--- config.mk ---
export PLATFORM = sky130hd
export DESIGN_NAME = gcd_issue_unit
export DESIGN_NICKNAME = d
export VERILOG_FILES = /design/src/rtl/gcd_issue_unit.sv
export SDC_FILE = /design/constraint.sdc
export NUM_CORES = 1
export LEC_CHECK = 0
export BUFFER_PORTS_ARGS = -buffer_cell sky130_fd_sc_hd__buf_2
export CORE_ASPECT_RATIO = 1.4
export CORE_MARGIN = 4
export CORE_UTILIZATION = 45
export CTS_CLUSTER_SIZE = 10
export DETAILED_ROUTE_END_ITERATION = 12
export SYNTH_ARGS = -nofsm -noshare
export SYNTH_HDL_FRONTEND = slang
export SYNTH_SLANG_ARGS = --single-unit
--- constraint.sdc ---
create_clock -name clk -period 4.45 [get_ports clk]
set_clock_uncertainty 0.1 [all_clocks]
set_input_delay 0.6675 -clock clk [delete_from_list [all_inputs] [get_ports clk]]
set_output_delay 0.6675 -clock clk [all_outputs]
set_load 0.05 [all_outputs]
--- src/rtl/gcd_issue_unit.sv ---
`default_nettype none
// ============================================================================
// gcd_issue_unit : operand FIFO + launch/bypass/watchdog sequencer for a gcd core
// Revision 1.0
// ============================================================================
module gcd_issue_unit #(
  parameter int W       = 32,
  parameter int DEPTH   = 4,
  parameter int TIMEOUT = 1048575
) (
  input  logic         clk,
  input  logic         rst_n,
  input  logic         i_in_valid,
  output logic         o_in_ready,
  input  logic [W-1:0] i_in_x,
  input  logic [W-1:0] i_in_y,
  output logic         o_go,
  output logic [W-1:0] o_core_x,
  output logic [W-1:0] o_core_y,
  input  logic         i_core_done,
  input  logic [W-1:0] i_core_gcd,
  output logic         o_res_valid,
  input  logic         i_res_ready,
  output logic [W-1:0] o_res_gcd,
  output logic         o_res_err,
  output logic         o_busy
);
  localparam int c_aw = $clog2(DEPTH);
  localparam int c_cw = c_aw + 1;
  localparam int c_tw = $clog2(TIMEOUT + 1);
  localparam logic [c_cw-1:0] c_depth_full = c_cw'(DEPTH);
  localparam logic [c_tw-1:0] c_wdog_last  = c_tw'(TIMEOUT - 1);

  typedef enum logic [1:0] {
    S_IDLE   = 2'd0,
    S_LAUNCH = 2'd1,
    S_WAIT   = 2'd2,
    S_RESULT = 2'd3
  } state_t;

  state_t            r_state;
  logic [W-1:0]      r_mem_x [DEPTH];
  logic [W-1:0]      r_mem_y [DEPTH];
  logic [c_aw-1:0]   r_wr_ptr;
  logic [c_aw-1:0]   r_rd_ptr;
  logic [c_cw-1:0]   r_count;
  logic [c_tw-1:0]   r_wdog;
  logic              w_push;
  logic              w_pop;
  logic              w_zero_op;
  logic [W-1:0]      w_head_x;
  logic [W-1:0]      w_head_y;

  assign o_in_ready = (r_count != c_depth_full);
  assign w_push     = i_in_valid && o_in_ready;
  assign w_pop      = (r_state == S_IDLE) && (r_count != '0);
  assign w_head_x   = r_mem_x[r_rd_ptr];
  assign w_head_y   = r_mem_y[r_rd_ptr];
  // Subtractive GCD never terminates on a zero operand, so such pairs skip the core.
  assign w_zero_op  = (w_head_x == '0) || (w_head_y == '0);
  assign o_busy     = (r_state != S_IDLE) || (r_count != '0);

  always_ff @(posedge clk) begin
    if (w_push) begin
      r_mem_x[r_wr_ptr] <= i_in_x;
      r_mem_y[r_wr_ptr] <= i_in_y;
    end
  end

  always_ff @(posedge clk or negedge rst_n) begin
    if (!rst_n) begin
      r_wr_ptr <= '0;
      r_rd_ptr <= '0;
      r_count  <= '0;
    end else begin
      if (w_push) r_wr_ptr <= r_wr_ptr + c_aw'(1);
      if (w_pop)  r_rd_ptr <= r_rd_ptr + c_aw'(1);
      case ({w_push, w_pop})
        2'b10:   r_count <= r_count + c_cw'(1);
        2'b01:   r_count <= r_count - c_cw'(1);
        default: r_count <= r_count;
      endcase
    end
  end

  always_ff @(posedge clk or negedge rst_n) begin
    if (!rst_n) begin
      r_state     <= S_IDLE;
      r_wdog      <= '0;
      o_go        <= 1'b0;
      o_core_x    <= '0;
      o_core_y    <= '0;
      o_res_valid <= 1'b0;
      o_res_gcd   <= '0;
      o_res_err   <= 1'b0;
    end else begin
      o_go <= 1'b0;
      case (r_state)
        S_IDLE: begin
          if (w_pop) begin
            if (w_zero_op) begin
              o_res_gcd   <= w_head_x | w_head_y;
              o_res_err   <= 1'b0;
              o_res_valid <= 1'b1;
              r_state     <= S_RESULT;
            end else begin
              o_core_x <= w_head_x;
              o_core_y <= w_head_y;
              o_go     <= 1'b1;
              r_state  <= S_LAUNCH;
            end
          end
        end
        S_LAUNCH: begin
          r_wdog  <= '0;
          r_state <= S_WAIT;
        end
        S_WAIT: begin
          r_wdog <= r_wdog + c_tw'(1);
          // A done arriving on the final watchdog cycle still wins.
          if (i_core_done) begin
            o_res_gcd   <= i_core_gcd;
            o_res_err   <= 1'b0;
            o_res_valid <= 1'b1;
            r_state     <= S_RESULT;
          end else if (r_wdog == c_wdog_last) begin
            o_res_gcd   <= '0;
            o_res_err   <= 1'b1;
            o_res_valid <= 1'b1;
            r_state     <= S_RESULT;
          end
        end
        S_RESULT: begin
          if (i_res_ready) begin
            o_res_valid <= 1'b0;
            r_state     <= S_IDLE;
          end
        end
        default: r_state <= S_IDLE;
      endcase
    end
  end

endmodule
`default_nettype wire

==> results of run 1 <==
==> layer usage <==
| metal | up-vias | global-route usage |
|---|---|---|
| met2 | 268 | 0.3587 |
| met4 | 6 | 0.06037 |
| met3 | 57 | 0.03962 |
| met5 | - | 0 |
| li1 | 3692 | - |
| met1 | 4326 | 0.2828 |
==> flip-flops by register name, indices dropped and copies added, names as in the netlist <==
signal / cells
o_go: 1
r_wr_ptr: 2
r_count: 3
r_rd_ptr: 2
o_res_err: 1
o_core_y: 32
o_res_valid: 1
r_state: 2
r_mem_y: 128
o_core_x: 32
r_wdog: 20
r_mem_x: 128
o_res_gcd: 32
==> kinds of logic after synthesis <==
group / count (synthesis) / share of synthesized area
flops: 384 / 0.7153
mux: 163 / 0.1798
simple gates: 159 / 0.04758
compound gates: 50 / 0.01750
buf+inv: 48 / 0.01742
xor+xnor: 21 / 0.01208
fa+ha+maj: 12 / 0.01035
==> layout make-up <==
class | instances | area [um^2]
fillers | 2679 | 15180
flip-flops and latches | 384 | 10900
multi-input cells | 405 | 4091
clock buffers | 79 | 1296
repair buffers | 226 | 1225
well taps | 445 | 556.8
inverters | 13 | 48.80
clock inverters | 1 | 16.27
diodes | 2 | 5.005
==> worst paths after layout <==
path                             start  cells past startpoint  slack [ns]             end
max in group asynchronous        rst_n                      2        3.19       r_wdog[8]
min                              rst_n                      1        0.11     o_core_x[9]
min reg2reg                o_core_y[2]                      1        0.38     o_core_y[2]
max reg2reg                r_rd_ptr[0]                      9        0.61   o_res_gcd[20]
min in group clk            i_in_y[20]                      1        0.24  r_mem_y[1][20]
max                        r_rd_ptr[0]                      9        0.61   o_res_gcd[20]
==> critical path: stages, from the launching register on <==
cell	delay, ns
sky130_fd_sc_hd__dfrtp_4	0.71
sky130_fd_sc_hd__buf_12	0.29
sky130_fd_sc_hd__buf_4	0.22
sky130_fd_sc_hd__mux4_2	0.59
sky130_fd_sc_hd__nor4_1	0.42
sky130_fd_sc_hd__nand4_1	0.19
sky130_fd_sc_hd__nor2_2	0.28
sky130_fd_sc_hd__o21ai_4	0.18
sky130_fd_sc_hd__buf_4	0.32
sky130_fd_sc_hd__mux2_1	0.36
==> cell usage after synthesis, types with 10 or more instances <==
| cell type | n |
|---|---|
| sky130_fd_sc_hd__edfxtp_1 | 256 |
| sky130_fd_sc_hd__dfrtp_1 | 128 |
| sky130_fd_sc_hd__mux4_2 | 64 |
| sky130_fd_sc_hd__nor2_1 | 60 |
| sky130_fd_sc_hd__mux2_4 | 49 |
| sky130_fd_sc_hd__mux2_1 | 48 |
| sky130_fd_sc_hd__nand2_1 | 43 |
| sky130_fd_sc_hd__o21ai_0 | 40 |
| sky130_fd_sc_hd__nor4_1 | 16 |
| sky130_fd_sc_hd__clkbuf_1 | 14 |
| sky130_fd_sc_hd__inv_1 | 13 |
| sky130_fd_sc_hd__xor2_1 | 12 |
| sky130_fd_sc_hd__ha_1 | 11 |
| sky130_fd_sc_hd__buf_6 | 10 |
| sky130_fd_sc_hd__nand3_1 | 10 |
==> power breakdown <==
part           switching, W  internal (W)
registers          0.000566       0.00488
clock network       0.00135       0.00196
logic               0.00416       0.00221
total               0.00607       0.00905
==> placed cells by master, fill, tap and decap left out, drive strengths merged, types with 2 or more instances in the layout <==
cell type	n
inv	13
nand4	9
nor4	16
buf	226
and3	8
mux4	64
nand3	10
diode	2
a21oi	2
o21ai	43
edfxtp	256
nor3	3
mux2i	2
xor2	12
mux2	97
ha	11
nand2	43
dfrtp	128
nor2	61
nand2b	2
clkbuf	79
and2	3
a22o	2
xnor2	9
==> stage by stage <==
stage               total power [W]  instance area [um^2]  hold slack (ns)  worst slack (ns)
floorplan                  0.009959                 15230           0.2719             1.358
global placement            0.01189                 16820           0.3655            0.6556
detailed placement          0.01196                 16820           0.3694            0.6426
CTS                         0.01528                 18130           0.1485            0.6309
global route                0.01578                 18130           0.1769            0.4507
finish                      0.01512                 18130           0.1112            0.6123
==> summary by stage, run 1 <==
Place
The routability congestion estimate from global placement is 0.7971. In this run the tool buffered the top-level ports with 201 buffer cells. The half-perimeter wire length after detailed placement is 27.12 mm. Counting tap cells, the placed design contains a total of 1473 instances.

Timing
Setup violations remaining at the end of the flow were counted as 0. The fmax is 260.6 MHz. The number of pins with negative max-slew slack in the final report is 0. After routing, the total negative slack on setup checks comes to 0 ns. Setup repair after global routing left no endpoint under its margin. The minimum period implied by the final worst setup slack is 3.838 ns. The final number of hold-violating endpoints came to 0. The worst max-slew margin expressed relative to the limit is 0.3012. For the pin with the worst max-slew slack, the measured transition is 1.044 ns.

In the finished design, the share of the clock period the worst path needs comes to 0.8624.

Clock tree
The insertion delay of the later-clocked pin in the worst-skew pair is 0.54 ns. The number of H-tree levels is 2. In this run, post-CTS hold repair placed 0 buffers.

The post-CTS repair timing setup buffer count is 0. The clock tree from TritonCTS is built. After clock tree synthesis, the clock-pin slew on the worst setup and hold paths is 0.06 ns. Counting along the longest clock path gives a buffer depth of 3. CTS placed an instance of sky130_fd_sc_hd__clkbuf_16 at the clock tree root. The total clock buffers created by CTS is 44. Once the clock tree was built, the resizer swapped 0 gates to a different size. Counting every sink on the clock net gives 384.

Detailed routing
The met2 routed wirelength is 19.72 mm. The routed length on met3 is 2.048 mm. Dividing the detail-routed via count by the number of cells gives 5.369. The wire length per cell is 24.77 um. The highest metal layer with signal wires is met5. The pre-antenna-repair detailed-routing pass consisted of 4 iterations. The count of vias placed by the detailed router is 8349. The number of DRC markers in iteration 0 is 587.

The post-detailed-routing wire length is 38.51 mm. The met1 wire length is 15.80 mm. The number of remaining DRC errors is 0. The remaining number of nets flagged by the antenna check after routing is 0.

Yosys
Counting flops and latches in the post-synthesis netlist gives 384. By area the synthesized netlist is led by sky130_fd_sc_hd__edfxtp_1 (50%), sky130_fd_sc_hd__dfrtp_1 (21%), sky130_fd_sc_hd__mux4_2 (9.5%), sky130_fd_sc_hd__mux2_4 (4.8%), sky130_fd_sc_hd__mux2_1 (3.6%). The number of nets produced by synthesis is 950. Among all flip-flop cells after synthesis, the most frequent one is sky130_fd_sc_hd__edfxtp_1.

The share of synthesized area in the top cell type comes to 0.5049. The count of synthesis-stage warnings from yosys is 0. The synthesized netlist contains 37 unique library cells.

After synthesis, the share of flip-flops with an asynchronous set or reset is 0.3333. The cell accounting for the most synthesized area is sky130_fd_sc_hd__edfxtp_1. In the synthesized netlist, the number of instances is 837.

The number of flops mapped to enable cells by yosys is 256. For this run, the register share of the synthesized area comes to 0.7153. After synthesis, the mean cell area works out to 18.19 um^2. The cell area that synthesis handed to floorplanning was 15230 um^2.

GRT
The maximum number of pins on one net before global-route repair is 87. The overall track demand over capacity in global routing is 0.2117. The global route total overflow is 0. The number of antenna violations at the first check in global routing is 5.

The via count of the first global-routing pass is 8755. The first global-routing pass estimated 57.09 mm of wire.

Floorplan
After floorplanning, the core was sized to cover 33310 um^2. In this run the core area contains 79 standard-cell rows. The die covers 36880 um^2. During I/O placement, the number of pins put on the boundary was 202. The initial standard-cell utilization of the core is 0.4571. The die is 163.5 um wide. The overall die height is 225.6 um.

Critical path
The worst setup path is captured at a flip-flop. The path type of the worst setup path is reg -> reg. STA puts the critical path data arrival time at 4.15 ns. Along the worst path, the maximum fanout reaches 25. The critical path data required time is 4.76 ns. The kind of start point of the critical path is a flip-flop.

Pwr
The leakage power figure is 6.862 nW. The highest ir drop seen on vdd is 0.0005713 V. The ratio of total power to cell area is 833.6 nW/um^2.

Run
The number of maximum-capacitance constraint violations is 0.

Finish
At the end of the flow the core is filled with cells to 0.5444. The area added between synthesis and finish is 19.11%. In the final layout, the share of cells above drive strength 1 is 0.3574. The finished layout holds 1555 standard cells, fillers aside. The final-stage net count is 1187.

Min path
The min-delay analysis places its worst path in the category in -> async.

Run status
The flow ran to the end, and the final reports show no timing, DRC or antenna violations.
(Power assumes the default switching activity.)
==> run 2, diff against run 1 <==
--- a/config.mk
+++ b/config.mk
@@ -8,9 +8,11 @@
 export BUFFER_PORTS_ARGS = -buffer_cell sky130_fd_sc_hd__buf_2
 export CORE_ASPECT_RATIO = 1.4
 export CORE_MARGIN = 4
-export CORE_UTILIZATION = 45
+export CORE_UTILIZATION = 50
 export CTS_CLUSTER_SIZE = 10
 export DETAILED_ROUTE_END_ITERATION = 12
+export PLACE_DENSITY = 0.71
+export REMOVE_ABC_BUFFERS = 1
 export SYNTH_ARGS = -nofsm -noshare
 export SYNTH_HDL_FRONTEND = slang
 export SYNTH_SLANG_ARGS = --single-unit
==> run 2 against run 1 <==
Against the previous run: clock power is 2% lower; global-route usage fell by 0.43 points; fmax grew 0.37%; sequential share of layout area up 0.42 points; core utilization rose by 5.5 points; highest routed layer unchanged.
==> summary by stage, run 2 (synthesized netlist as in run 1, its figures left out) <==
Clock tree
The number of setup buffers added after CTS is 0. Hold repair after CTS inserted 0 buffers. The clock-pin slew reported for the worst setup and hold paths after clock tree synthesis is 0.05 ns. The number of H-tree levels is 2. The clock reaches the later pin of the worst-skew pair after 0.54 ns. In this run, CTS created clock tree buffers numbering 44. The total clock sinks is 384. The tree is rooted in a sky130_fd_sc_hd__clkbuf_16. The maximum count of clock buffers along a single path is 3. TritonCTS built the clock tree.

The number of resized instances in the post-cts repair step is 0.

Pwr
The highest ir drop seen on vdd is 0.0004407 V. Summed over all cells, the static leakage comes to 6.810 nW. The ratio of total power to cell area is 819.9 nW/um^2.

Finish
The end-of-flow core utilization is 0.5999. The largest registers in the layout are r_mem_x: 128 flops, r_mem_y: 128 flops. The area added between synthesis and finish is 18.31%. The final-stage net count is 1178. In the layout the commonest cells are sky130_fd_sc_hd__edfxtp_1 (256), sky130_fd_sc_hd__buf_2 (200), sky130_fd_sc_hd__dfrtp_1 (126). Leaving out fill and tap cells, the most frequent cell in the layout is sky130_fd_sc_hd__edfxtp_1. In the final layout, the share of cells above drive strength 1 is 0.3545. Once layout is done, the placed cells without fillers occupy 18010 um^2.

Critical path
The data arrival time of the critical path is 4.12 ns. The end of the worst register-to-register path is o_res_gcd[16]. The path type of the worst setup path is reg -> reg. In this run the critical register-to-register path is launched from r_rd_ptr[1].

The worst register-to-register path has a setup slack of 0.63 ns. The largest driver fanout on the critical path is 33. The critical path data required time is 4.75 ns. For the worst flop-to-flop path, the logic depth is 8. STA classifies the critical path startpoint as a flip-flop. STA classifies the critical path endpoint as a flip-flop.

Floorplan
The width of the chip is 155.5 um. For this configuration, the core starts out at a cell density of 0.5070. The core region is 30030 um^2. The overall die height is 214.5 um. The die covers 33350 um^2. The number of core rows is 75. For this design the top-level I/O count stands at 202.

Detailed routing
In the routed layout, each cell is associated on average with a via count of 5.521. The number of remaining DRC errors is 0. The first routing iteration left 488 violations. The post-detailed-routing wire length is 34.41 mm.

The wire length per cell is 23.08 um. The iteration count of the initial detailed-routing pass is 5. Detailed routing inserted a total of 8232 vias. In this run the remaining antenna-violating nets after routing total 0.

Timing
The transition time of the tightest slew-check pin is 1.061 ns. The fmax is 261.5 MHz. The number of pins with negative max-slew slack in the final report is 0. Dividing the final minimum period by the clock period gives 0.8592. Setup repair after global routing left no endpoint under its margin. Setup violations remaining at the end of the flow were counted as 0. After layout, the minimum clock period comes to 3.823 ns.

The worst max-slew margin expressed relative to the limit is 0.2927. The final number of hold-violating endpoints is 0.

Place
The routability congestion estimate from global placement is 0.7672. The total placed instance area is 16690 um^2. Summed over all nets, the half-perimeter wirelength after detailed placement is 22.85 mm. The count of port buffers added during placement is 201.

GRT
The via count of the first global-routing pass is 8881. Summed over all layers, the global routing overflow is 0. The number of antenna violations at the first check in global routing came to 12. The maximum number of pins on one net before global-route repair is 75.

The overall track demand over capacity in global routing is 0.2074. The first global-routing pass estimated 52.81 mm of wire.

Run status
The run finished with clean final reports.

Run
The tool flagged a number of max-cap violations equal to 0.

Min path
In this run the worst hold path is classified as in -> async.
-- run 2: power breakdown --
group | internal [W] | switching [W] | total, W
Combinational | 0.00218 | 0.00394 | 0.00613
Sequential | 0.00489 | 0.000492 | 0.00539
Clock | 0.00194 | 0.00131 | 0.00325
Total | 0.00902 | 0.00575 | 0.0148
-- run 2: worst max-delay path by stage --
stage           startpoint            end  slack, ns
2_1_floorplan  r_rd_ptr[0]    o_core_x[0]      -6.32
6_report       r_rd_ptr[1]  o_res_gcd[16]       0.63
3_3_place_gp   r_rd_ptr[1]    o_core_y[9]       0.62
4_1_cts        r_rd_ptr[1]    o_core_y[4]       0.62
3_5_place_dp   r_rd_ptr[1]    o_core_y[7]       0.66
5_1_grt        r_rd_ptr[0]    o_core_y[7]       0.43
-- run 2: through the flow --
step	cells	power, W	hold slack (ns)	setup slack [ns]	setup TNS [ns]
3_5_place_dp	1404	0.01166	0.3761	0.6555	0
4_1_cts	1485	0.01495	0.1082	0.6154	0
3_3_place_gp	1404	0.01153	0.3673	0.6209	0
6_report	1491	0.01477	0.06045	0.6266	0
2_1_floorplan	802	0.009902	0.2719	-6.317	-425.08
5_1_grt	1490	0.01548	0.1252	0.4297	0
-- run 2: cell type report --
| class | instances | area [um^2] |
|---|---|---|
| inverter | 13 | 48.80 |
| clock buffer | 79 | 1285 |
| clock inverter | 2 | 21.27 |
| multi-input combinational | 405 | 4106 |
| antenna | 6 | 15.01 |
| timing repair buffer | 217 | 1157 |
| tap | 385 | 481.7 |
| sequential | 384 | 10900 |
| fill | 2270 | 12020 |
-- run 2: critical path, cell delays in order (launching register included) --
cell and delay [ns]:
sky130_fd_sc_hd__dfrtp_4 0.76, sky130_fd_sc_hd__buf_4 0.31, sky130_fd_sc_hd__mux4_2 0.37, sky130_fd_sc_hd__nor4_1 0.60
sky130_fd_sc_hd__nand4_1 0.25, sky130_fd_sc_hd__o21ai_1 0.45, sky130_fd_sc_hd__o21ai_4 0.19, sky130_fd_sc_hd__buf_4 0.29
sky130_fd_sc_hd__mux2_1 0.34
-- run 2: routing by layer --
| layer | vias to the layer above | global-route usage | wire length, um |
|---|---|---|---|
| met2 | 221 | 0.3552 | 18160 |
| li1 | 3677 | - | - |
| met5 | - | 0 | 63 |
| met3 | 52 | 0.04220 | 1837 |
| met4 | 10 | 0.07124 | 755 |
| met1 | 4272 | 0.2637 | 13590 |
